==> src/rtl/arb_requester_pkg.sv <==
// arb_requester_pkg: shared definitions for the requester-side arbiter client.
//   - arb_state_e : per-channel FSM state encoding
//   - *Default    : default channel count, beat-count width and wait timeout
package arb_requester_pkg;

  typedef enum logic [1:0] {
    StIdle = 2'd0,
    StWait = 2'd1,
    StOwn  = 2'd2,
    StRel  = 2'd3
  } arb_state_e;

  localparam int unsigned NchDefault  = 3;
  localparam int unsigned LenWDefault = 4;
  localparam int unsigned TmoDefault  = 16;

endpackage

==> src/rtl/arb_requester_if.sv <==
// arb_requester_if: job, request/grant and status signals of the requester block.
//   job_valid/job_len/job_ready : per-channel job offer and acceptance
//   req/gnt                     : request lines to / grant lines from the arbiter
//   beat_valid                  : channel owns the resource and drives a beat
//   done/err_tmo/err_lost       : per-channel completion and error pulses
//   gnt_err                     : grant bus protocol fault pulse
// Modport master is the requester block; slave is the job source / arbiter side.
interface arb_requester_if
  import arb_requester_pkg::*;
#(
  parameter int unsigned NCH   = NchDefault,
  parameter int unsigned LEN_W = LenWDefault
);
  logic [NCH-1:0]       job_valid;
  logic [NCH*LEN_W-1:0] job_len;
  logic [NCH-1:0]       job_ready;
  logic [NCH-1:0]       req;
  logic [NCH-1:0]       gnt;
  logic [NCH-1:0]       beat_valid;
  logic [NCH-1:0]       done;
  logic [NCH-1:0]       err_tmo;
  logic [NCH-1:0]       err_lost;
  logic                 gnt_err;

  modport master (
    input  job_valid, job_len, gnt,
    output job_ready, req, beat_valid, done, err_tmo, err_lost, gnt_err
  );

  modport slave (
    output job_valid, job_len, gnt,
    input  job_ready, req, beat_valid, done, err_tmo, err_lost, gnt_err
  );
endinterface

==> src/rtl/arb_requester_chan.sv <==
// arb_requester_chan: one requester channel.
//   clk, rst   : clock, asynchronous active-low reset
//   job_valid  : job offer; job_len : beat count (0 is run as 1)
//   gnt_ok     : this channel's grant bit, already qualified by bus validity
//   job_ready  : idle and accepting
//   req        : request to the arbiter (WAIT and OWN)
//   beat_valid : owning the resource this cycle with the grant still present
//   done       : pulse in the release cycle after a normal burst
//   err_tmo    : pulse in the cycle after WAIT expired
//   err_lost   : pulse in the release cycle after the grant vanished mid-burst
module arb_requester_chan
  import arb_requester_pkg::*;
#(
  parameter int unsigned LEN_W = LenWDefault,
  parameter int unsigned TMO   = TmoDefault
) (
  input  logic             clk,
  input  logic             rst,
  input  logic             job_valid,
  input  logic [LEN_W-1:0] job_len,
  input  logic             gnt_ok,
  output logic             job_ready,
  output logic             req,
  output logic             beat_valid,
  output logic             done,
  output logic             err_tmo,
  output logic             err_lost
);
  localparam int unsigned     WaitW    = $clog2(TMO + 1);
  localparam logic [WaitW-1:0] WaitLast = WaitW'(TMO - 1);

  arb_state_e       state_q, state_d;
  logic [WaitW-1:0] wait_cnt_q, wait_cnt_d;
  logic [LEN_W-1:0] len_q, len_d;
  logic [LEN_W-1:0] beat_cnt_q, beat_cnt_d;
  logic             lost_q, lost_d;
  logic             tmo_q, tmo_d;

  always_comb begin
    state_d    = state_q;
    wait_cnt_d = wait_cnt_q;
    len_d      = len_q;
    beat_cnt_d = beat_cnt_q;
    lost_d     = lost_q;
    tmo_d      = 1'b0;
    unique case (state_q)
      StIdle: begin
        if (job_valid) begin
          len_d      = (job_len == '0) ? LEN_W'(1) : job_len;
          wait_cnt_d = '0;
          beat_cnt_d = '0;
          lost_d     = 1'b0;
          state_d    = StWait;
        end
      end
      StWait: begin
        // A grant in the expiry cycle takes priority over the timeout.
        if (gnt_ok) begin
          state_d    = StOwn;
          wait_cnt_d = '0;
          beat_cnt_d = '0;
        end else if (wait_cnt_q == WaitLast) begin
          state_d    = StIdle;
          tmo_d      = 1'b1;
          wait_cnt_d = '0;
        end else if (wait_cnt_q != '1) begin
          wait_cnt_d = wait_cnt_q + WaitW'(1);
        end
      end
      StOwn: begin
        if (!gnt_ok) begin
          lost_d  = 1'b1;
          state_d = StRel;
        end else if (beat_cnt_q == len_q - LEN_W'(1)) begin
          state_d = StRel;
        end else if (beat_cnt_q != '1) begin
          beat_cnt_d = beat_cnt_q + LEN_W'(1);
        end
      end
      StRel: begin
        state_d = StIdle;
      end
      default: begin
        state_d = StIdle;
      end
    endcase
  end

  always_ff @(posedge clk or negedge rst) begin
    if (!rst) begin
      state_q    <= StIdle;
      wait_cnt_q <= '0;
      len_q      <= '0;
      beat_cnt_q <= '0;
      lost_q     <= 1'b0;
      tmo_q      <= 1'b0;
    end else begin
      state_q    <= state_d;
      wait_cnt_q <= wait_cnt_d;
      len_q      <= len_d;
      beat_cnt_q <= beat_cnt_d;
      lost_q     <= lost_d;
      tmo_q      <= tmo_d;
    end
  end

  always_comb begin
    job_ready  = (state_q == StIdle);
    req        = (state_q == StWait) || (state_q == StOwn);
    // Drops in the same cycle the grant disappears so no beat is driven unowned.
    beat_valid = (state_q == StOwn) && gnt_ok;
    done       = (state_q == StRel) && !lost_q;
    err_lost   = (state_q == StRel) && lost_q;
    err_tmo    = tmo_q;
  end

endmodule

==> src/rtl/arb_requester.sv <==
// arb_requester: NCH requester channels in front of a round-robin arbiter.
//   clk, rst : clock, asynchronous active-low reset
//   bus      : arb_requester_if master modport (jobs, req/gnt, beats, status pulses)
// The grant bus is qualified here: a vector that is not one-hot/zero or that grants a
// channel without a registered request is ignored by every channel and flagged on
// gnt_err one cycle later.
module arb_requester
  import arb_requester_pkg::*;
#(
  parameter int unsigned NCH   = NchDefault,
  parameter int unsigned LEN_W = LenWDefault,
  parameter int unsigned TMO   = TmoDefault
) (
  input logic          clk,
  input logic          rst,
  arb_requester_if.master bus
);
  logic [NCH-1:0] req;
  logic [NCH-1:0] job_ready;
  logic [NCH-1:0] beat_valid;
  logic [NCH-1:0] done;
  logic [NCH-1:0] err_tmo;
  logic [NCH-1:0] err_lost;
  logic [NCH-1:0] gnt_ok;
  logic           gnt_valid;
  logic           gnt_err_q;

  assign gnt_valid = $onehot0(bus.gnt) && ((bus.gnt & ~req) == '0);
  assign gnt_ok    = bus.gnt & {NCH{gnt_valid}};

  always_ff @(posedge clk or negedge rst) begin
    if (!rst) begin
      gnt_err_q <= 1'b0;
    end else begin
      gnt_err_q <= !gnt_valid;
    end
  end

  for (genvar i = 0; i < NCH; i++) begin : g_chan
    arb_requester_chan #(
      .LEN_W (LEN_W),
      .TMO   (TMO)
    ) u_chan (
      .clk        (clk),
      .rst        (rst),
      .job_valid  (bus.job_valid[i]),
      .job_len    (bus.job_len[i*LEN_W +: LEN_W]),
      .gnt_ok     (gnt_ok[i]),
      .job_ready  (job_ready[i]),
      .req        (req[i]),
      .beat_valid (beat_valid[i]),
      .done       (done[i]),
      .err_tmo    (err_tmo[i]),
      .err_lost   (err_lost[i])
    );
  end

  assign bus.req        = req;
  assign bus.job_ready  = job_ready;
  assign bus.beat_valid = beat_valid;
  assign bus.done       = done;
  assign bus.err_tmo    = err_tmo;
  assign bus.err_lost   = err_lost;
  assign bus.gnt_err    = gnt_err_q;

endmodule
==> src/flat_wrapper.sv <==
// flat-port wrapper written by rule: the top's interface ports become plain ports
module arb_requester_flat import arb_requester_pkg::*;
#(
  parameter int unsigned NCH   = NchDefault,
  parameter int unsigned LEN_W = LenWDefault,
  parameter int unsigned TMO   = TmoDefault
)
  (clk, rst, bus_job_valid, bus_job_len, bus_gnt, bus_job_ready, bus_req, bus_beat_valid, bus_done, bus_err_tmo, bus_err_lost, bus_gnt_err);
  arb_requester_if #(.NCH(NCH), .LEN_W(LEN_W)) bus_i ();
  input logic clk;
  input logic rst;
  input wire logic [$bits(bus_i.job_valid)-1:0] bus_job_valid;
  input wire logic [$bits(bus_i.job_len)-1:0] bus_job_len;
  input wire logic [$bits(bus_i.gnt)-1:0] bus_gnt;
  output wire logic [$bits(bus_i.job_ready)-1:0] bus_job_ready;
  output wire logic [$bits(bus_i.req)-1:0] bus_req;
  output wire logic [$bits(bus_i.beat_valid)-1:0] bus_beat_valid;
  output wire logic [$bits(bus_i.done)-1:0] bus_done;
  output wire logic [$bits(bus_i.err_tmo)-1:0] bus_err_tmo;
  output wire logic [$bits(bus_i.err_lost)-1:0] bus_err_lost;
  output wire logic [$bits(bus_i.gnt_err)-1:0] bus_gnt_err;
  assign bus_i.job_valid = bus_job_valid;
  assign bus_i.job_len = bus_job_len;
  assign bus_i.gnt = bus_gnt;
  assign bus_job_ready = bus_i.job_ready;
  assign bus_req = bus_i.req;
  assign bus_beat_valid = bus_i.beat_valid;
  assign bus_done = bus_i.done;
  assign bus_err_tmo = bus_i.err_tmo;
  assign bus_err_lost = bus_i.err_lost;
  assign bus_gnt_err = bus_i.gnt_err;
  arb_requester #(.NCH(NCH), .LEN_W(LEN_W), .TMO(TMO)) u_core (.clk(clk), .rst(rst), .bus(bus_i));
endmodule
==> config.mk <==
export PLATFORM = sky130hd
export DESIGN_NAME = arb_requester_flat
export DESIGN_NICKNAME = d
export VERILOG_FILES = /design/src/rtl/arb_requester_pkg.sv /design/src/rtl/arb_requester_if.sv /design/src/rtl/arb_requester_chan.sv /design/src/rtl/arb_requester.sv /design/src/flat_wrapper.sv
export SDC_FILE = /design/constraint.sdc
export NUM_CORES = 1
export LEC_CHECK = 0
export ABC_CLOCK_PERIOD_IN_PS = 4300
export BUFFER_PORTS_ARGS = -buffer_cell sky130_fd_sc_hd__buf_2
export CAP_MARGIN = 20
export CORE_ASPECT_RATIO = 0.7
export CORE_MARGIN = 2
export CORE_UTILIZATION = 63
export DETAILED_ROUTE_END_ITERATION = 6
export PLACE_DENSITY = 0.93
export SKIP_CTS_REPAIR_TIMING = 1
export SYNTH_ARGS = -nofsm -noshare
export SYNTH_HDL_FRONTEND = slang
export SYNTH_HIERARCHICAL = 1
export SYNTH_SLANG_ARGS = --single-unit
==> constraint.sdc <==
create_clock -name clk -period 4.3 [get_ports clk]
set_input_delay 0.86 -clock clk [delete_from_list [all_inputs] [get_ports clk]]
set_output_delay 0.86 -clock clk [all_outputs]
set_load 0.01 [all_outputs]
After elaboration in Yosys (flattened, before gate mapping). Index checks and enable logic that the tools add are counted.

Flip-flop bits (word level): 52. Input bits: 20. Output and inout port bits: 19. Logic and storage cells: 202.

$add $sub $neg: 11. $lt $le $gt $ge: 1. Eq/ne operators: 48. Multiplexer cells: 72. Bitwise gates (word level): 3. Reduce and logical (&&, ||, !) cells: 48.

Operators with widths (number): two-way mux 4 bit (18); two-way mux 5 bit (12); case mux 4 bit (3 select lines) (3); two-way mux 2 bit (15); case mux 5 bit (2 select lines) (3); AND reduction 3 bit (9); != test 2 bit (second input constant) (12); case mux 2 bit (4 select lines) (3); AND reduction 6 bit (3); adder 5 x 1 -> 5 bit (second input constant) (3); == test 5 x 4 -> 1 bit (second input constant) (3); two-way mux 1 bit (15); != test 5 bit (second input constant) (3); adder 4 x 1 -> 4 bit (second input constant) (3); == test 2 bit (second input constant) (6); == test 4 bit (3); logical NOT 4 bit (3); != test 2 x 1 -> 1 bit (second input constant) (6); != test 4 x 3 -> 1 bit (second input constant) (3); != test 4 bit (second input constant) (3); nonzero test 2 bit (6); subtractor 4 x 1 -> 4 bit (second input constant) (3); logical AND 1 bit (10); != test 3 x 2 -> 1 bit (second input constant) (3); 14 further kinds (32).

Longest topological paths before layout.
Depth after elaboration: 9. Gate-level depth with buffers: 10. Gate-level depth less buffers: 9.

By module. Netlist, hierarchy kept.

By module, submodules not included: arb_requester_chan (u_core.g_chan[1].u_chan) (instances 1, cells each 109, area an instance 1121.1 sq um, seq. area each 425.4 sq um); arb_requester_chan (u_core.g_chan[2].u_chan) (instances 1, cells each 112, area an instance 1104.8 sq um, seq. area each 425.4 sq um); arb_requester_chan (u_core.g_chan[0].u_chan) (instances 1, cells each 111, area an instance 1094.8 sq um, seq. area each 425.4 sq um); arb_requester (instances 1, cells each 11, area an instance 97.6 sq um, seq. area each 25.0 sq um).

Worst setup path before layout. Ideal clock, no wire load.

Path kind: in2out. Start point: input bus_gnt[0]. End point: output bus_beat_valid[2]. Arrival time: 1.806 ns. Required time: 3.440 ns. Path slack: 1.634 ns. Cell stages on the path: 5. Cells stage by stage: ha_1 > o21ai_0 > and3_2 > nand2_1 > inv_1.

Word-level cells in the longest chain between the ends: 6. Elaborated cells on any way between the ends: 8. Those cells by class: add/sub: 2; order compare: 1; bitwise: 2; reduce/logical: 3.

RTL lines: start: declaration (line flat_wrapper.sv:14) `input wire logic [$bits(bus_i.gnt)-1:0] bus_gnt;`; adder 1 x 1 -> 2 bit (implied by the code) (line arb_requester.sv:28) `assign gnt_valid = $onehot0(bus.gnt) && ((bus.gnt & ~req) == '0);`; adder 2 x 1 -> 2 bit (implied by the code) (line arb_requester.sv:28); <= comparator 2 x 1 -> 1 bit (implied by the code) (line arb_requester.sv:28); logical AND 1 bit * (line arb_requester.sv:28); AND 3 bit * (line arb_requester.sv:29) `assign gnt_ok = bus.gnt & {NCH{gnt_valid}};`; net u_core.gnt_ok[2] (line arb_requester.sv:24) `logic [NCH-1:0] gnt_ok;`; logical AND 1 bit * (line arb_requester_chan.sv:111) `beat_valid = (state_q == StOwn) && gnt_ok;`; end: declaration (line flat_wrapper.sv:17) `output wire logic [$bits(bus_i.beat_valid)-1:0] bus_beat_valid;`.

The timed path passes the listed nets; every way through them passes the cells marked *.

Final worst setup path.
Start point: register u_core.g_chan[0].u_chan.state_q[0]. End point: output bus_beat_valid[1].

Word-level cells in the longest chain between the ends: 8. Elaborated cells on any way between the ends: 9. Those cells by class: eq/ne: 2; bitwise: 3; reduce/logical: 4.

RTL lines: start: declaration (line arb_requester_chan.sv:32) `arb_state_e state_q, state_d;`; start signal: assignment (line arb_requester_chan.sv:91) `state_q <= StIdle;`; start signal: assignment (line arb_requester_chan.sv:98) `state_q <= state_d;`; == test 2 x 1 -> 1 bit or == test 2 bit (tied branches) (line arb_requester_chan.sv:109) `req = (state_q == StWait) || (state_q == StOwn);`; logical OR 1 bit * (line arb_requester_chan.sv:109); inverter 3 bit * (line arb_requester.sv:28); AND 3 bit * (line arb_requester.sv:28); logical NOT 3 bit * (line arb_requester.sv:28); logical AND 1 bit * (line arb_requester.sv:28); AND 3 bit * (line arb_requester.sv:29); net u_core.gnt_ok[1] (line arb_requester.sv:24); logical AND 1 bit * (line arb_requester_chan.sv:111).

Marked as above.

==> results.yml <==
outcome:
  status: "completed"
job:
  cap_violations: 0
sta:
  slew_violations: 0
  setup_violations: 0
  setup_slack_ns: 1.02
  grt_setup_unrepaired: "false"
  tns_ns: 0
  worst_pin_slew_ns: 0.653
  finalClockSkew_ns: 0.00424
  post-route-min-period_ns: 3.28
  hold_slack_ns: 0.519
  relSlewSlack_pct: 56.5
  fmax_mhz: 305
  hold_violations: 0
  period_share_pct: 76.2
worst_setup_path:
  critPathSlowestCell: "dfrtp_1"
  path_max_fanout: 7
  critPathKind: "flip-flop to primary output"
  worstPathRequired_ns: 3.44
  r2r_start: "u_core/g_chan[0].u_chan/state_q[0]"
  worst-r2r-cell-count: 9
  endpoint_kind: "primary output"
  crit_family: "simple AND/OR/NAND/NOR gates"
  cpMostUsedCell: "inv_1"
  cp_cell_sequence: "inv_1 > ha_1 > inv_1 > a221oi_2 > and4b_1 > nand2_1 > inv_1 > buf_2"
  r2r_slack_ns: 1.64
  r2r_end: "u_core/g_chan[1].u_chan/state_q[0]"
  path_buf_inv: 4
  crit_cells: 8
  start_kind: "flip-flop"
  critical-path-max-stage-delay_ns: 0.47
  cp_data_arrival_time_ns: 2.42
die:
  initial_core_util_pct: 65.4
  dieArea_um2: 6040
  die_w_um: 92.0
  core-area_um2: 5230
  io_pins: 39
  die_h_um: 65.6
  fp-row-count: 22
logic_synthesis:
  synth_compound_area_share_pct: 15.4
  synth_simple_gate_area_share_pct: 20.9
  yosysSeqAreaShare_pct: 38.1
  syn-cell-area_um2: 3420
  ys_seq_elements: 52
  syn_avg_cell_area_um2: 9.97
  ys_warn_count: 6
  synth.distinct_cells: 57
  synth_flop_cell: "dfrtp_1"
  synth_enable_flop_cells: 0
  syn_inst: 343
  synthXorXnorAreaFrac_pct: 7.94
  synth_nets: 385
  synthArstFlopShare_pct: 100
  synth_top_family_by_area: "simple AND/OR/NAND/NOR gates"
  yosys.area_share.adder_pct: 8.05
  yosys-mux-area-fraction_pct: 6.26
place:
  numPortBuffers: 38
  dp_hpwl_um: 5480
  postPlaceCellArea_um2: 3700
  pre_cts_slack_ns: 1.24
  gp_congestion: 0.910
drt:
  ant_nets: 0
  drtIter0Drc: 305
  drc: 0
  wirelength_um: 7560
  num_vias: 2840
  drt-pass1-iter-count: 5
  avgRoutedWirePerCell_um: 16.4
  via_per_inst: 6.17
global_route:
  grtUsageMet2_pct: 43.4
  grt_pass1_vias: 2739
  met3_usage_pct: 3.67
  grt_max_degree: 53
  top_usage_layer: "met2"
  overflow: 0
  antenna_found_initial: 0
  grt.met1_usage_pct: 37.1
  grt_first_pass_wirelength_um: 12900
  track_usage_pct: 26.7
worst_hold_path:
  min_from: "u_core/g_chan[2].u_chan/wait_cnt_q[1]"
  holdPathEnd: "u_core/g_chan[2].u_chan/wait_cnt_q[1]"
  hp-class: "flip-flop to flip-flop"
  hold_depth: 2
final_layout:
  drive_gt1_share_pct: 21.9
  final-seq-area_um2: 1300
  multi_input_area_um2: 2000
  finish.instance_area_um2: 3820
  area_growth_pct: 11.8
  antennaDiodeCount: 0
  layout_commonest_cell: "dfrtp_1"
  final_cell_mix: "dfrtp_1, buf_2, inv_1, nand2_1, nor2_1"
  fill_cells: 356
  nets: 429
  utilization_pct: 73.1
pwr:
  powerDensity_nw_per_um2: 655
  p_leak_nw: 1.83
  peakVddDrop_mv: 0.382
clocking:
  clk_path_buf_depth: 2
  numCtsBuffers: 5
  h-tree-depth: 2
  clkTransAtPathRegs_ns: 0.09
  clkLatencyLatePin_ns: 0.30
  clock-sinks: 52
  cts-root-buf: "clkbuf_8"
  tritoncts: "built"
==> flip-flops by register name, summed over array words and instances (netlist names), named ones only <==
register and flops:
u_core/g_chan.u_chan/wait_cnt_q 15, u_core/g_chan.u_chan/state_q 3, u_core/g_chan.u_chan/err_tmo 3, u_core/g_chan.u_chan/beat_cnt_q 12, u_core/bus.gnt_err 1, u_core/g_chan.u_chan/lost_q 3
u_core/g_chan.u_chan/len_q 12
==> cells by family after synthesis <==
kind of cell,count (synthesis)
AO/OA/AOI/OAI,73
XOR/XNOR,18
adder cells (fa/ha/maj),22
buffers and inverters,30
flip-flops,52
multiplexers,20
AND/OR/NAND/NOR,128
==> routing by layer <==
metal	routed length [um]	share of wire, %
met2	3550	47
met1	3370	45
met4	159	2.1
met3	476	6.3
met5	0	0
==> through the flow <==
stage / std cells / total power [mW]
CTS: 460 / 2.49
global route: 460 / 2.68
detailed placement: 452 / 2.09
global placement: 452 / 2.02
finish: 460 / 2.50
floorplan: 343 / 1.78
==> tightest hold or removal path: stages, from the launching register on <==
cell and delay, ns:
dfrtp_1 0.38, nand2_1 0.06, nand2_1 0.05
==> cells in the mapped netlist (3+ instances only) <==
cell type  count  share of area [%]
dfrtp_1       52                 38
inv_1         28                3.1
nand2_1       28                3.1
nor2_1        24                2.6
ha_1          22                8.1
o211ai_1      15                3.3
nand3_1       14                2.0
a21oi_1       12                1.8
mux2_2        11                3.6
o21ai_0       11                1.6
nor3_1        10                1.5
mux2i_1        9                2.6
nor2b_1        7                1.3
xor2_1         7                1.8
xnor2_2        6                2.9
nand4_1        5               0.92
nand2b_1       4               0.73
o311ai_1       4                1.0
or3_1          4               0.73
a311oi_1       3               0.77
a31oi_1        3               0.55
and2_1         3               0.55
and3_1         3               0.55
and4b_1        3               0.88
o2111ai_1      3               0.77
o21ai_1        3               0.44
or2_1          3               0.55
==> cell type report <==
cell class | instances | area share (%)
repair buffers | 39 | 5.17
multi-input cells | 261 | 52.4
clock buffers | 7 | 2.52
flip-flops and latches | 52 | 34.0
clock inverters | 1 | 0.786
well taps | 72 | 2.36
inverters | 28 | 2.75
==> how the worst max path moves through the flow <==
stage,start,slack [ns],end
2_1_floorplan,bus_gnt[0],1.63,bus_beat_valid[2]
3_3_place_gp,bus_gnt[0],1.31,bus_beat_valid[1]
3_5_place_dp,bus_gnt[0],1.24,bus_beat_valid[1]
4_1_cts,u_core/g_chan[0].u_chan/state_q[0],1.07,bus_beat_valid[1]
5_1_grt,u_core/g_chan[0].u_chan/state_q[0],0.91,bus_beat_valid[1]
6_report,u_core/g_chan[0].u_chan/state_q[0],1.02,bus_beat_valid[1]
==> where the power goes <==
part | internal (mW) | leakage [nW] | switching, mW
sequential | 0.625 | 0.678 | 0.164
clock | 0.205 | 0.0645 | 0.159
combinational | 0.547 | 1.08 | 0.801
total | 1.38 | 1.83 | 1.12
Power figures use the tool's default switching activity.
